===== src/rtl/apb4_master.sv =====
`default_nettype none
// ============================================================================
// Module      : apb4_master
// Description : Single-outstanding APB4 initiator. Converts a valid/ready
//               request/response channel into APB4 SETUP/ACCESS transfers,
//               handles slave wait states, captures pslverr and aborts a
//               transfer when the slave holds pready low for too long.
// Revision    : 1.0 - initial release
// ============================================================================
module apb4_master #(
    parameter int ADDR_WIDTH     = 32,
    parameter int DATA_WIDTH     = 32,
    parameter int TIMEOUT_CYCLES = 255
) (
    input  logic                    pclk,
    input  logic                    presetn,

    // Request channel
    input  logic                    req_valid_i,
    output logic                    req_ready_o,
    input  logic [ADDR_WIDTH-1:0]   req_addr_i,
    input  logic                    req_write_i,
    input  logic [DATA_WIDTH-1:0]   req_wdata_i,
    input  logic [DATA_WIDTH/8-1:0] req_strb_i,
    input  logic [2:0]              req_prot_i,

    // Response channel
    output logic                    rsp_valid_o,
    input  logic                    rsp_ready_i,
    output logic [DATA_WIDTH-1:0]   rsp_rdata_o,
    output logic                    rsp_err_o,
    output logic                    rsp_timeout_o,

    output logic                    busy_o,

    // APB4 master outputs
    output logic [ADDR_WIDTH-1:0]   paddr,
    output logic                    pwrite,
    output logic [DATA_WIDTH-1:0]   pwdata,
    output logic [DATA_WIDTH/8-1:0] pstrb,
    output logic [2:0]              pprot,
    output logic                    psel,
    output logic                    penable,

    // APB4 slave returns
    input  logic [DATA_WIDTH-1:0]   prdata,
    input  logic                    pready,
    input  logic                    pslverr
);

    localparam int c_STRB_W = DATA_WIDTH / 8;
    // Wide enough to hold TIMEOUT_CYCLES itself; at least one bit.
    localparam int c_CNT_W  = (TIMEOUT_CYCLES > 0) ? $clog2(TIMEOUT_CYCLES + 1) : 1;
    localparam bit c_TO_EN  = (TIMEOUT_CYCLES != 0);
    localparam logic [c_CNT_W-1:0] c_TO_LIMIT = c_CNT_W'(TIMEOUT_CYCLES);

    typedef enum logic [1:0] {
        ST_IDLE   = 2'd0,
        ST_SETUP  = 2'd1,
        ST_ACCESS = 2'd2,
        ST_RESP   = 2'd3
    } state_t;

    state_t                  state_q,   state_d;
    logic [ADDR_WIDTH-1:0]   addr_q,    addr_d;
    logic                    write_q,   write_d;
    logic [DATA_WIDTH-1:0]   wdata_q,   wdata_d;
    logic [c_STRB_W-1:0]     strb_q,    strb_d;
    logic [2:0]              prot_q,    prot_d;
    logic [c_CNT_W-1:0]      cnt_q,     cnt_d;
    logic [DATA_WIDTH-1:0]   rdata_q,   rdata_d;
    logic                    err_q,     err_d;
    logic                    tmo_q,     tmo_d;

    logic [c_CNT_W-1:0]      w_cnt_inc;
    logic                    w_limit;

    // Saturating increment; the limit is hit when this cycle's wait makes the
    // count equal to TIMEOUT_CYCLES.
    assign w_cnt_inc = (cnt_q == {c_CNT_W{1'b1}}) ? cnt_q : cnt_q + c_CNT_W'(1);
    assign w_limit   = c_TO_EN && (w_cnt_inc == c_TO_LIMIT);

    // State register and transfer/response holding registers.
    always_ff @(posedge pclk or negedge presetn) begin
        if (!presetn) begin
            state_q <= ST_IDLE;
            addr_q  <= '0;
            write_q <= 1'b0;
            wdata_q <= '0;
            strb_q  <= '0;
            prot_q  <= '0;
            cnt_q   <= '0;
            rdata_q <= '0;
            err_q   <= 1'b0;
            tmo_q   <= 1'b0;
        end else begin
            state_q <= state_d;
            addr_q  <= addr_d;
            write_q <= write_d;
            wdata_q <= wdata_d;
            strb_q  <= strb_d;
            prot_q  <= prot_d;
            cnt_q   <= cnt_d;
            rdata_q <= rdata_d;
            err_q   <= err_d;
            tmo_q   <= tmo_d;
        end
    end

    // Next-state logic: request capture, wait/timeout handling, response hold.
    always_comb begin
        state_d = state_q;
        addr_d  = addr_q;
        write_d = write_q;
        wdata_d = wdata_q;
        strb_d  = strb_q;
        prot_d  = prot_q;
        cnt_d   = cnt_q;
        rdata_d = rdata_q;
        err_d   = err_q;
        tmo_d   = tmo_q;

        case (state_q)
            ST_IDLE: begin
                if (req_valid_i) begin
                    addr_d  = req_addr_i;
                    write_d = req_write_i;
                    wdata_d = req_wdata_i;
                    // Reads never carry strobes on the bus.
                    strb_d  = req_write_i ? req_strb_i : '0;
                    prot_d  = req_prot_i;
                    state_d = ST_SETUP;
                end
            end

            ST_SETUP: begin
                cnt_d   = '0;
                state_d = ST_ACCESS;
            end

            ST_ACCESS: begin
                // Slave completion wins over a timeout in the same cycle.
                if (pready) begin
                    rdata_d = write_q ? '0 : prdata;
                    err_d   = pslverr;
                    tmo_d   = 1'b0;
                    state_d = ST_RESP;
                end else if (w_limit) begin
                    cnt_d   = w_cnt_inc;
                    rdata_d = '0;
                    err_d   = 1'b1;
                    tmo_d   = 1'b1;
                    state_d = ST_RESP;
                end else begin
                    cnt_d   = w_cnt_inc;
                end
            end

            ST_RESP: begin
                if (rsp_ready_i) begin
                    state_d = ST_IDLE;
                end
            end

            default: begin
                state_d = ST_IDLE;
            end
        endcase
    end

    // Outputs are pure decodes of flops; no APB input reaches them combinationally.
    assign req_ready_o   = (state_q == ST_IDLE);
    assign busy_o        = (state_q != ST_IDLE);
    assign psel          = (state_q == ST_SETUP) || (state_q == ST_ACCESS);
    assign penable       = (state_q == ST_ACCESS);
    assign rsp_valid_o   = (state_q == ST_RESP);
    assign rsp_rdata_o   = rdata_q;
    assign rsp_err_o     = err_q;
    assign rsp_timeout_o = tmo_q;

    assign paddr  = addr_q;
    assign pwrite = write_q;
    assign pwdata = wdata_q;
    assign pstrb  = strb_q;
    assign pprot  = prot_q;

endmodule
`default_nettype wire


===== config.mk =====
export PLATFORM = sky130hd
export DESIGN_NAME = apb4_master
export DESIGN_NICKNAME = d
export VERILOG_FILES = /design/src/rtl/apb4_master.sv
export SDC_FILE = /design/constraint.sdc
export NUM_CORES = 1
export LEC_CHECK = 0
export ABC_AREA = 1
export CORE_AREA = 4 4 135 137
export CTS_CLUSTER_SIZE = 14
export DETAILED_ROUTE_END_ITERATION = 12
export DIE_AREA = 0 0 139 141
export DONT_BUFFER_PORTS = 1
export SYNTH_ARGS = -nofsm -noshare
export SYNTH_HDL_FRONTEND = slang
export SYNTH_SLANG_ARGS = --single-unit
export TNS_END_PERCENT = 5

===== constraint.sdc =====
create_clock -name pclk -period 2.3 [get_ports pclk]
set_clock_uncertainty 0.2 [all_clocks]
set_input_delay 0.46 -clock pclk [delete_from_list [all_inputs] [get_ports pclk]]
set_output_delay 0.46 -clock pclk [all_outputs]
set_load 0.01 [all_outputs]

Word-level counts from Yosys, hierarchy flattened:

Index checks and enable logic that the tools add are counted.

* add/subtract/negate cells: 1
* equal/unequal tests: 9
* muxes and demuxes: 15
* reduce and logical (&&, ||, !) cells: 9

Operators by type and width (count)
* two-way mux 32 bit: 3
* equality test 8 bit, second input constant: 2
* two-way mux 8 bit: 2
* case mux 8 bit (2 select lines): 1
* adder 8 x 1 -> 8 bit, second input constant: 1
* two-way mux 2 bit: 4
* case mux 2 bit (4 select lines): 1
* AND reduction 2 bit: 3
* nonzero test 2 bit: 3
* equality test 2 bit, second input constant: 2
* two-way mux 4 bit: 1
* inequality test 2 bit, second input constant: 2
* two-way mux 1 bit: 3
* inequality test 3 x 1 -> 1 bit, second input constant: 1
* AND reduction 3 bit: 1
* equality test 2 x 1 -> 1 bit, second input constant: 1
* zero test 2 bit: 1
* inequality test 2 x 1 -> 1 bit, second input constant: 1
* logical OR 1 bit: 1

* register bits: 116
* bits of input ports: 110
* word-level logic and storage cells: 44

Logic depth before layout (Yosys ltp):

Gate-level depths: netlist of run 1.

* depth after elaboration: 6
* depth in mapped cells: 14

Worst setup path before layout of run 1:

Ideal clock, no wire load.

* path type: reg2reg
* from: register cnt_q[0]
* to: register rdata_q[22] (netlist: rsp_rdata_o[22])
* data arrival time: 1.595 ns
* required time: 1.983 ns
* slack: 0.388 ns
* cell stages (with the launch flop): 13
* buffers on the path: 1
* clock period less this slack: 1.912 ns
* cells stage by stage: dfrtp_1 > ha_1 > nand2_2 > nor2_4 > nand2_4 > nand2_1 > o21ai_2 > nand2_1 > nor2_2 > nand3_4 > buf_2 > nand3_1 > nand2_1

* word-level cells in the longest chain between the ends: 5
* elaborated cells between the ends (all ways): 6

Ends and longest elaborated chain
* start, declared: line 70 `logic [c_CNT_W-1:0] cnt_q, cnt_d;`
* start signal, assigned: line 103 `cnt_q <= cnt_d;`
* adder 8 x 1 -> 8 bit or equality test 8 bit (tied branches): line 80 `assign w_cnt_inc = (cnt_q == {c_CNT_W{1'b1}}) ? cnt_q : cnt_q + c_CNT_W'(1);`
* two-way mux 8 bit *: line 80
* equality test 8 bit *: line 81 `assign w_limit = c_TO_EN && (w_cnt_inc == c_TO_LIMIT);`
* nonzero test 2 bit (no source line) *
* AND reduction 2 bit (no source line) *
* end signal, assigned: line 104 `rdata_q <= rdata_d;`
* end, declared: line 71 `logic [DATA_WIDTH-1:0] rdata_q, rdata_d;`

Every way passes the cells marked *; elsewhere a longest branch is shown, timed or not.
A chain may end at the register's enable or synchronous reset.

Worst setup path after layout of run 1:

* from: register cnt_q[0]
* to: register rdata_q[15] (netlist: rsp_rdata_o[15])

The elaborated chain is that of the path after synthesis.

==> results.py, run 1 <==
metrics = {
    "sta": {
        "period_share": 0.9060,
        "finalSetupViolCount": 0,
        "tightest_slew_ps": 452.7,
        "hold_ws_ps": -455.0,
        "slew_violations": 0,
        "tns_ps": 0,
        "hold_viol": 116,
        "fmax_ghz": 0.4799,
        "relSlewSlack": 0.6971,
        "rsz0062_at_grt": "no",
        "period_minus_slack_ps": 2084,
    },
    "route": {
        "drt_drc_violations_left": 0,
        "firstDrtPassIters": 4,
        "drt_iter0_drc": 183,
        "drt-vias-per-instance": 4.504,
        "post_drt_wl_per_cell_um": 14.97,
        "ant_nets": 0,
        "num_vias": 4220,
        "drt_wl_total_mm": 14.02,
    },
    "synthesis": {
        "ys_seq_area_frac": 0.5774,
        "synth.net_count": 743,
        "synth_cells": 628,
        "synth_area_per_cell_um2": 8.005,
        "ys_ff_latch": 116,
        "ys_warn_count": 0,
        "synth_area_mm2": 0.005027,
        "ys_types": 24,
    },
    "placement": {
        "hpwl_mm": 9.140,
        "place_inst": 836,
        "gp_congestion": 0.8284,
        "numPortBuffers": 0,
    },
    "floorplan": {
        "dieArea_mm2": 0.01960,
        "core-area_mm2": 0.01706,
        "initial_utilization": 0.2947,
        "core.rowCount": 48,
        "chipHeight_um": 141,
        "chipWidth_um": 139,
        "io-pin-count": 221,
    },
    "final_layout": {
        "nNetsFinal": 814,
        "area_delta_synth_final_pct": 30.99,
        "final_core_util": 0.3861,
        "layout_commonest_cell": "nand2_1",
        "diodes": 0,
        "fin_cells": 937,
        "drive_above_1_share": 0.07584,
        "final_cell_mix": "321 x nand2_1, 116 x dfrtp_1, 69 x dlygate4sd3_1, 49 x inv_1, 40 x nand3_1",
    },
    "flow_run": {
        "drv_cap": 0,
    },
    "grt": {
        "grt_pass1_vias": 4414,
        "grt_max_degree": 117,
        "grt_pass1_wl_mm": 23.07,
        "antenna_found_initial": 0,
        "grt.overflow.total": 0,
        "grt_usage": 0.1467,
    },
    "hold_path": {
        "hold_path_class": "input pin to asynchronous set/reset pin",
    },
    "power": {
        "ir_drop_mv": 0.5763,
        "power_leakage_nw": 3.499,
        "p_total_mw": 8.306,
        "p_per_area_mw_per_mm2": 1261,
    },
    "clock_tree": {
        "cts_made_buffers": 17,
        "hold_buffers": 69,
        "path_clk_slew_ps": 60,
        "clkLatencyLatePin_ps": 410,
        "root_buffer": "clkbuf_16",
        "cts_buffer_depth": 2,
        "cts_tree": "yes",
        "cts.sinks": 116,
        "htree_num_levels": 4,
    },
    "worst_setup_path": {
        "endpoint_kind": "register",
        "r2r-end": "rsp_rdata_o[15]",
        "r2r_cells": 11,
        "critPathLaunchType": "register",
        "crit_type": "register to register",
        "required_ps": 2390,
        "crit_path_max_fanout": 24,
        "crit_path_cell_trace": "ha_1, nand2_2, nor2_4, nand2_4, o21ai_1, nand2_1, nor2_4, nand3_4, buf_6, nand3_1, nand2_1",
        "rr_startpoint": "cnt_q[0]",
        "cp_slowest_cell": "dfrtp_1",
        "slowest_delay_ps": 380,
        "critPathArrivalTime_ps": 2170,
        "r2r_setup_slack_ps": 220,
    },
    "status": {
        "violations": "hold timing",
        "outcome": "complete, but fails checks",
    },
}
[worst max path at each step]
stage | startpoint | slack (ps) | endpoint | cells after the start
2_1_floorplan | cnt_q[0] | 390 | rsp_rdata_o[22] | 12
3_3_place_gp | cnt_q[0] | 240 | rsp_rdata_o[2] | 11
3_5_place_dp | cnt_q[1] | 140 | rsp_rdata_o[15] | 11
4_1_cts | cnt_q[1] | 120 | rsp_rdata_o[15] | 11
5_1_grt | cnt_q[0] | 3 | rsp_rdata_o[24] | 11
6_report | cnt_q[0] | 220 | rsp_rdata_o[15] | 11
[synthesized netlist by cell type]
cell type | instances | share of area
clkinv_1 | 1 | 0.00075
o22ai_1 | 1 | 0.0012
o21ai_2 | 1 | 0.0017
nor2_2 | 3 | 0.0037
buf_1 | 1 | 0.00075
nand3_1 | 40 | 0.040
ha_1 | 5 | 0.012
inv_2 | 1 | 0.00075
nand2_2 | 1 | 0.0012
o21bai_1 | 1 | 0.0015
nor2_4 | 1 | 0.0022
o21ai_0 | 14 | 0.014
nand2_1 | 322 | 0.24
buf_2 | 3 | 0.0030
nand2_4 | 2 | 0.0045
dfrtp_1 | 116 | 0.58
nand3_4 | 1 | 0.0035
o21ai_1 | 1 | 0.00099
buf_6 | 3 | 0.0067
nor2_1 | 39 | 0.029
inv_1 | 49 | 0.037
xor2_1 | 1 | 0.0017
a21oi_1 | 1 | 0.00099
clkbuf_1 | 20 | 0.015
[power by group]
group          switching (mW)  internal (mW)
Combinational            1.15          0.707
Sequential               1.01           2.85
Clock                    1.06           1.53
[critical path, delay by kind of cell, from the launching register on]
kind	cells	cell delay (ps)
compound gates	1	120
fa+ha+maj	1	200
buf+inv	1	200
flops	1	380
simple gates	8	860
[stage by stage]
step           cell area [um^2]  worst slack [ps]  hold slack (ps)
4_1_cts                    6568             121.7           -479.9
3_5_place_dp               5296             136.7           -31.89
3_3_place_gp               5296             240.4           -32.03
6_report                   6585             216.2           -455.0
2_1_floorplan              5027             387.8           -35.59
5_1_grt                    6585             2.689           -487.9
[cells by family (layout without fill, tap and decap cells)]
group | count (synthesis) | count (layout) | share of synthesized area
XOR/XNOR | 1 | 1 | 0.001742
AND/OR/NAND/NOR | 409 | 409 | 0.3245
adder cells (fa/ha/maj) | 5 | 5 | 0.01244
AO/OA/AOI/OAI | 19 | 19 | 0.02041
buffers and inverters | 78 | 162 | 0.06346
flip-flops | 116 | 116 | 0.5774
[final cells by class]
class                           count  area [um^2]
Inverter                           51        191.4
Clock buffer                       17        425.4
Fill cell                        1705        10470
Multi-Input combinational cell    434         1822
Sequential cell                   116         2903
Clock inverter                     15        155.1
Timing Repair Buffer               79        807.0
Tap cell                          225        281.5
[registers in the layout (all words and copies together) (netlist names)]
signal and count:
rsp_rdata_o 32, rsp_err_o 1, pprot 3, pwrite 1, pstrb 4, state_q 2, rsp_timeout_o 1, cnt_q 8
pwdata 32, paddr 32
[metal layers]
metal	vias up	part of all wire	global-route usage
met3	27	0.11	0.07429
met2	205	0.46	0.2296
met4	0	0.027	0.06025
met1	1952	0.40	0.1716
met5	-	0	0
li1	2036	-	-
[repair_timing]
action,CTS,global route
buffers inserted,0,0
gates resized for setup,0,3
hold endpoints to repair,185,116
endpoints found under the setup margin,0,33
(Power assumes the default switching activity.)
==> run 2, diff against run 1 <==
--- a/config.mk
+++ b/config.mk
@@ -6,11 +6,15 @@
 export NUM_CORES = 1
 export LEC_CHECK = 0
 export ABC_AREA = 1
+export ABC_CLOCK_PERIOD_IN_PS = 2300
+export CELL_PAD_IN_SITES_DETAIL_PLACEMENT = 0
+export CELL_PAD_IN_SITES_GLOBAL_PLACEMENT = 1
 export CORE_AREA = 4 4 135 137
 export CTS_CLUSTER_SIZE = 14
 export DETAILED_ROUTE_END_ITERATION = 12
 export DIE_AREA = 0 0 139 141
 export DONT_BUFFER_PORTS = 1
+export PLACE_DENSITY_LB_ADDON = 0.1
 export SYNTH_ARGS = -nofsm -noshare
 export SYNTH_HDL_FRONTEND = slang
 export SYNTH_SLANG_ARGS = --single-unit
==> results.py, run 2 (synthesized netlist as in run 1, its figures left out) <==
metrics = {
    "status": {
        "outcome": "complete, but fails checks",
        "violations": "hold timing",
    },
    "route": {
        "drt_wl_total_mm": 14.52,
        "ant_nets": 0,
        "firstDrtPassIters": 4,
        "drt_drc_violations_left": 0,
        "post_drt_wl_per_cell_um": 15.45,
        "num_vias": 4210,
        "drt_iter0_drc": 168,
        "drt-vias-per-instance": 4.479,
    },
    "floorplan": {
        "io-pin-count": 221,
        "chipWidth_um": 139,
        "core.rowCount": 48,
        "core-area_mm2": 0.01706,
        "dieArea_mm2": 0.01960,
        "initial_utilization": 0.2947,
        "chipHeight_um": 141,
    },
    "final_layout": {
        "drive_above_1_share": 0.07413,
        "nNetsFinal": 817,
        "area_delta_synth_final_pct": 31.46,
        "layout_commonest_cell": "nand2_1",
        "final_cell_mix": "321 x nand2_1, 116 x dfrtp_1, 72 x dlygate4sd3_1, 49 x inv_1, 40 x nand3_1",
        "diodes": 0,
        "final_core_util": 0.3875,
    },
    "grt": {
        "grt_pass1_vias": 4417,
        "grt_max_degree": 117,
        "antenna_found_initial": 0,
        "grt.overflow.total": 0,
        "grt_pass1_wl_mm": 23.54,
        "grt_usage": 0.1509,
    },
    "worst_setup_path": {
        "critPathLaunchType": "register",
        "crit_path_max_fanout": 25,
        "endpoint_kind": "register",
        "required_ps": 2390,
        "crit_type": "register to register",
        "critPathArrivalTime_ps": 2220,
    },
    "clock_tree": {
        "cts_buffer_depth": 2,
        "hold_buffers": 72,
        "path_clk_slew_ps": 60,
        "htree_num_levels": 4,
        "cts.sinks": 116,
        "cts_tree": "yes",
        "cts_made_buffers": 17,
        "root_buffer": "clkbuf_16",
        "clkLatencyLatePin_ps": 400,
    },
    "sta": {
        "tns_ps": 0,
        "slew_violations": 0,
        "period_minus_slack_ps": 2131,
        "tightest_slew_ps": 441.0,
        "hold_viol": 116,
        "fmax_ghz": 0.4692,
        "relSlewSlack": 0.7060,
        "period_share": 0.9267,
        "hold_ws_ps": -445.3,
        "finalSetupViolCount": 0,
    },
    "placement": {
        "hpwl_mm": 9.657,
        "gp_congestion": 0.7745,
        "numPortBuffers": 0,
    },
    "power": {
        "power_leakage_nw": 3.500,
        "ir_drop_mv": 0.5885,
        "p_per_area_mw_per_mm2": 1258,
    },
    "hold_path": {
        "hold_path_class": "input pin to asynchronous set/reset pin",
    },
    "flow_run": {
        "drv_cap": 0,
    },
}
run 2: where the power goes:
group / internal (mW) / switching [mW]
clock network: 1.65 / 0.953
registers: 2.85 / 1.03
logic: 0.696 / 1.13
total: 5.19 / 3.12
run 2: critical path, cell delays in order (launching register included):
cell     delay [ps]
dfrtp_1         390
ha_1            220
nand2_2         100
nor2_4          140
nand2_4         100
o21ai_1         130
nand2_1         110
nor2_4          150
nand3_4         120
buf_6           200
nand3_1          90
nand2_1          70
run 2: per-layer routing:
| layer | share of wire | wire, um | track usage |
|---|---|---|---|
| met1 | 0.39 | 5622 | 0.1688 |
| met2 | 0.50 | 7296 | 0.2544 |
| met3 | 0.088 | 1280 | 0.06343 |
| met4 | 0.022 | 320 | 0.06334 |
| met5 | 0 | 0 | 0 |
run 2: stage by stage:
step / std cells / power, mW / setup slack, ps / area, um^2
after global routing: 940 / 8.915 / -12.77 / 6609
after detailed placement: 836 / 5.688 / 113.5 / 5284
after floorplan: 628 / 5.017 / 387.8 / 5027
after CTS: 940 / 8.474 / 88.16 / 6591
final: 940 / 8.313 / 168.6 / 6609
after global placement: 836 / 5.663 / 184.0 / 5284
run 2: worst paths after layout:
kind / from / end / slack [ps] / cells after the start
min in group pclk: pready / rsp_err_o / 30 / 3
max: cnt_q[1] / rsp_rdata_o[25] / 170 / 11
max reg2reg: cnt_q[1] / rsp_rdata_o[25] / 170 / 11
min reg2reg: state_q[1] / state_q[1] / 340 / 2
max in group asynchronous: presetn / pwrite / 2060 / 0
min: presetn / state_q[1] / -450 / 0
run 2: timing repair:
| action | 4_1_cts | 5_1_grt |
|---|---|---|
| resized for setup | 0 | 3 |
| setup buffers | 0 | 0 |
| hold endpoints to repair | 188 | 116 |
| setup endpoints to repair | 0 | 33 |
run 2: final cells by class:
type	instances	area, um^2
fillers	1753	10450
inverters	51	191.4
well taps	225	281.5
flip-flops and latches	116	2903
repair buffers	82	824.5
clock buffers	20	456.7
multi-input cells	434	1822
clock inverters	12	130.1
==> run 3, diff against run 2 <==
--- a/config.mk
+++ b/config.mk
@@ -6,13 +6,13 @@
 export NUM_CORES = 1
 export LEC_CHECK = 0
 export ABC_AREA = 1
-export ABC_CLOCK_PERIOD_IN_PS = 2300
+export ABC_CLOCK_PERIOD_IN_PS = 2400
 export CELL_PAD_IN_SITES_DETAIL_PLACEMENT = 0
 export CELL_PAD_IN_SITES_GLOBAL_PLACEMENT = 1
-export CORE_AREA = 4 4 135 137
+export CORE_AREA = 4 4 112 114
 export CTS_CLUSTER_SIZE = 14
 export DETAILED_ROUTE_END_ITERATION = 12
-export DIE_AREA = 0 0 139 141
+export DIE_AREA = 0 0 116 118
 export DONT_BUFFER_PORTS = 1
 export PLACE_DENSITY_LB_ADDON = 0.1
 export SYNTH_ARGS = -nofsm -noshare
==> constraint.sdc (replaced) <==
create_clock -name pclk -period 2.4 [get_ports pclk]
set_clock_uncertainty 0.2 [all_clocks]
set_input_delay 0.48 -clock pclk [delete_from_list [all_inputs] [get_ports pclk]]
set_output_delay 0.48 -clock pclk [all_outputs]
set_load 0.01 [all_outputs]
==> results.py, run 3 (synthesized netlist as in run 1, its figures left out) <==
metrics = {
    "sta": {
        "fmax_ghz": 0.4524,
        "finalSetupViolCount": 0,
        "hold_ws_ps": -432.0,
        "relSlewSlack": 0.6999,
        "period_minus_slack_ps": 2211,
        "slew_violations": 0,
        "tns_ps": 0,
        "rsz0062_at_grt": "yes",
        "tightest_slew_ps": 450.2,
        "hold_viol": 116,
        "period_share": 0.9211,
    },
    "final_layout": {
        "drive_above_1_share": 0.06921,
        "nNetsFinal": 811,
        "diodes": 0,
        "final_core_util": 0.5683,
        "layout_commonest_cell": "nand2_1",
        "area_delta_synth_final_pct": 29.07,
        "n_fill_cell": 1015,
        "final_cell_mix": "321 x nand2_1, 116 x dfrtp_1, 68 x dlygate4sd3_1, 49 x inv_1, 40 x nand3_1",
        "fin_area_mm2": 0.006489,
    },
    "status": {
        "violations": "hold timing",
        "outcome": "complete, but fails checks",
    },
    "flow_run": {
        "drv_cap": 0,
    },
    "worst_setup_path": {
        "rr_startpoint": "cnt_q[1]",
        "cp_slowest_cell": "dfrtp_1",
        "endpoint_kind": "register",
        "crit_type": "register to register",
        "critPathLaunchType": "register",
        "r2r-end": "rsp_rdata_o[29]",
        "critPathArrivalTime_ps": 2350,
        "crit_path_max_fanout": 33,
        "r2r_cells": 11,
        "slowest_delay_ps": 380,
        "crit_path_cell_trace": "ha_1, nand2_2, nor2_4, nand2_4, o21ai_1, nand2_1, nor2_2, nand3_4, nand2_8, nand2_1, nand2_1",
        "r2r_setup_slack_ps": 190,
        "required_ps": 2540,
        "timing.critical_path.mode_cell": "nand2_1",
    },
    "clock_tree": {
        "cts_made_buffers": 17,
        "hold_buffers": 68,
        "cts_tree": "yes",
        "clkLatencyLatePin_ps": 400,
        "htree_num_levels": 4,
        "cts.sinks": 116,
        "cts_buffer_depth": 2,
        "postCtsSetupBuffers": 0,
        "path_clk_slew_ps": 50,
        "root_buffer": "clkbuf_16",
    },
    "floorplan": {
        "io-pin-count": 221,
        "core-area_mm2": 0.01142,
        "chipHeight_um": 118,
        "chipWidth_um": 116,
        "initial_utilization": 0.4403,
        "dieArea_mm2": 0.01369,
        "core.rowCount": 39,
    },
    "placement": {
        "hpwl_mm": 8.717,
        "placed_area_mm2": 0.005166,
        "gp_congestion": 0.8518,
        "numPortBuffers": 0,
    },
    "route": {
        "ant_nets": 0,
        "post_drt_wl_per_cell_um": 15.96,
        "drt_iter0_drc": 256,
        "firstDrtPassIters": 4,
        "drt_drc_violations_left": 0,
        "drt-vias-per-instance": 4.851,
        "drt_wl_total_mm": 13.59,
        "num_vias": 4128,
    },
    "grt": {
        "grt.overflow.total": 0,
        "met2_usage": 0.3288,
        "antenna_found_initial": 0,
        "grt_max_degree": 117,
        "use_met1": 0.2412,
        "grt_busiest_layer": "met2",
        "grt_pass1_wl_mm": 22.05,
        "grt_usage": 0.2043,
        "use_met3": 0.08380,
        "grt_pass1_vias": 4328,
    },
    "power": {
        "power_leakage_nw": 3.508,
        "ir_drop_mv": 0.5485,
        "p_total_mw": 8.091,
        "p_per_area_mw_per_mm2": 1247,
    },
    "hold_path": {
        "hold_path_class": "input pin to asynchronous set/reset pin",
    },
}
## run 3: critical path, delay by kind of cell, from the launching register on
kind                       cells  cell delay [ps]
DFF                            1              380
and+or+nand+nor                9             1210
AOI/OAI and AO/OA              1              130
adders and majority gates      1              210
## run 3: worst max path at each step
stage,from,to,slack (ps),depth (start not counted)
2_1_floorplan,cnt_q[0],rsp_rdata_o[22],490,12
3_3_place_gp,cnt_q[0],rsp_rdata_o[29],210,11
3_5_place_dp,cnt_q[1],rsp_rdata_o[10],130,11
4_1_cts,cnt_q[1],rsp_rdata_o[29],100,11
5_1_grt,cnt_q[1],rsp_rdata_o[28],3,11
6_report,cnt_q[1],rsp_rdata_o[29],190,11
## run 3: final cells by class
cell class | count | area (um^2) | share of cell area
sequential | 116 | 2903 | 0.4474
multi-input combinational | 434 | 1817 | 0.2800
timing repair buffer | 76 | 773.2 | 0.1192
clock buffer | 22 | 474.2 | 0.07308
inverter | 51 | 191.4 | 0.02950
tap | 143 | 178.9 | 0.02757
clock inverter | 9 | 151.4 | 0.02333
## run 3: timing repair
| item | 4_1_cts | 5_1_grt |
|---|---|---|
| endpoints found under the hold margin | 185 | 116 |
| setup endpoints to repair | 0 | 33 |
| gates resized for setup | 0 | 3 |
## run 3: layer usage
metal | up-vias | routed length, um
li1 | 2025 | -
met1 | 1913 | 5409
met2 | 167 | 6604
met3 | 23 | 1274
met4 | 0 | 298
met5 | - | 0
## run 3: power by group
part | leakage [nW] | switching, mW | total, mW | internal [mW]
clock network | 0.306 | 0.847 | 2.66 | 1.81
logic | 1.71 | 1.07 | 1.71 | 0.647
registers | 1.49 | 0.989 | 3.72 | 2.73
total | 3.51 | 2.90 | 8.09 | 5.19
## run 3: stage by stage
stage | worst slack [ps] | instances
floorplan | 487.8 | 628
global placement | 209.3 | 752
detailed placement | 125.1 | 752
CTS | 96.45 | 851
global route | 2.929 | 851
finish | 189.5 | 851
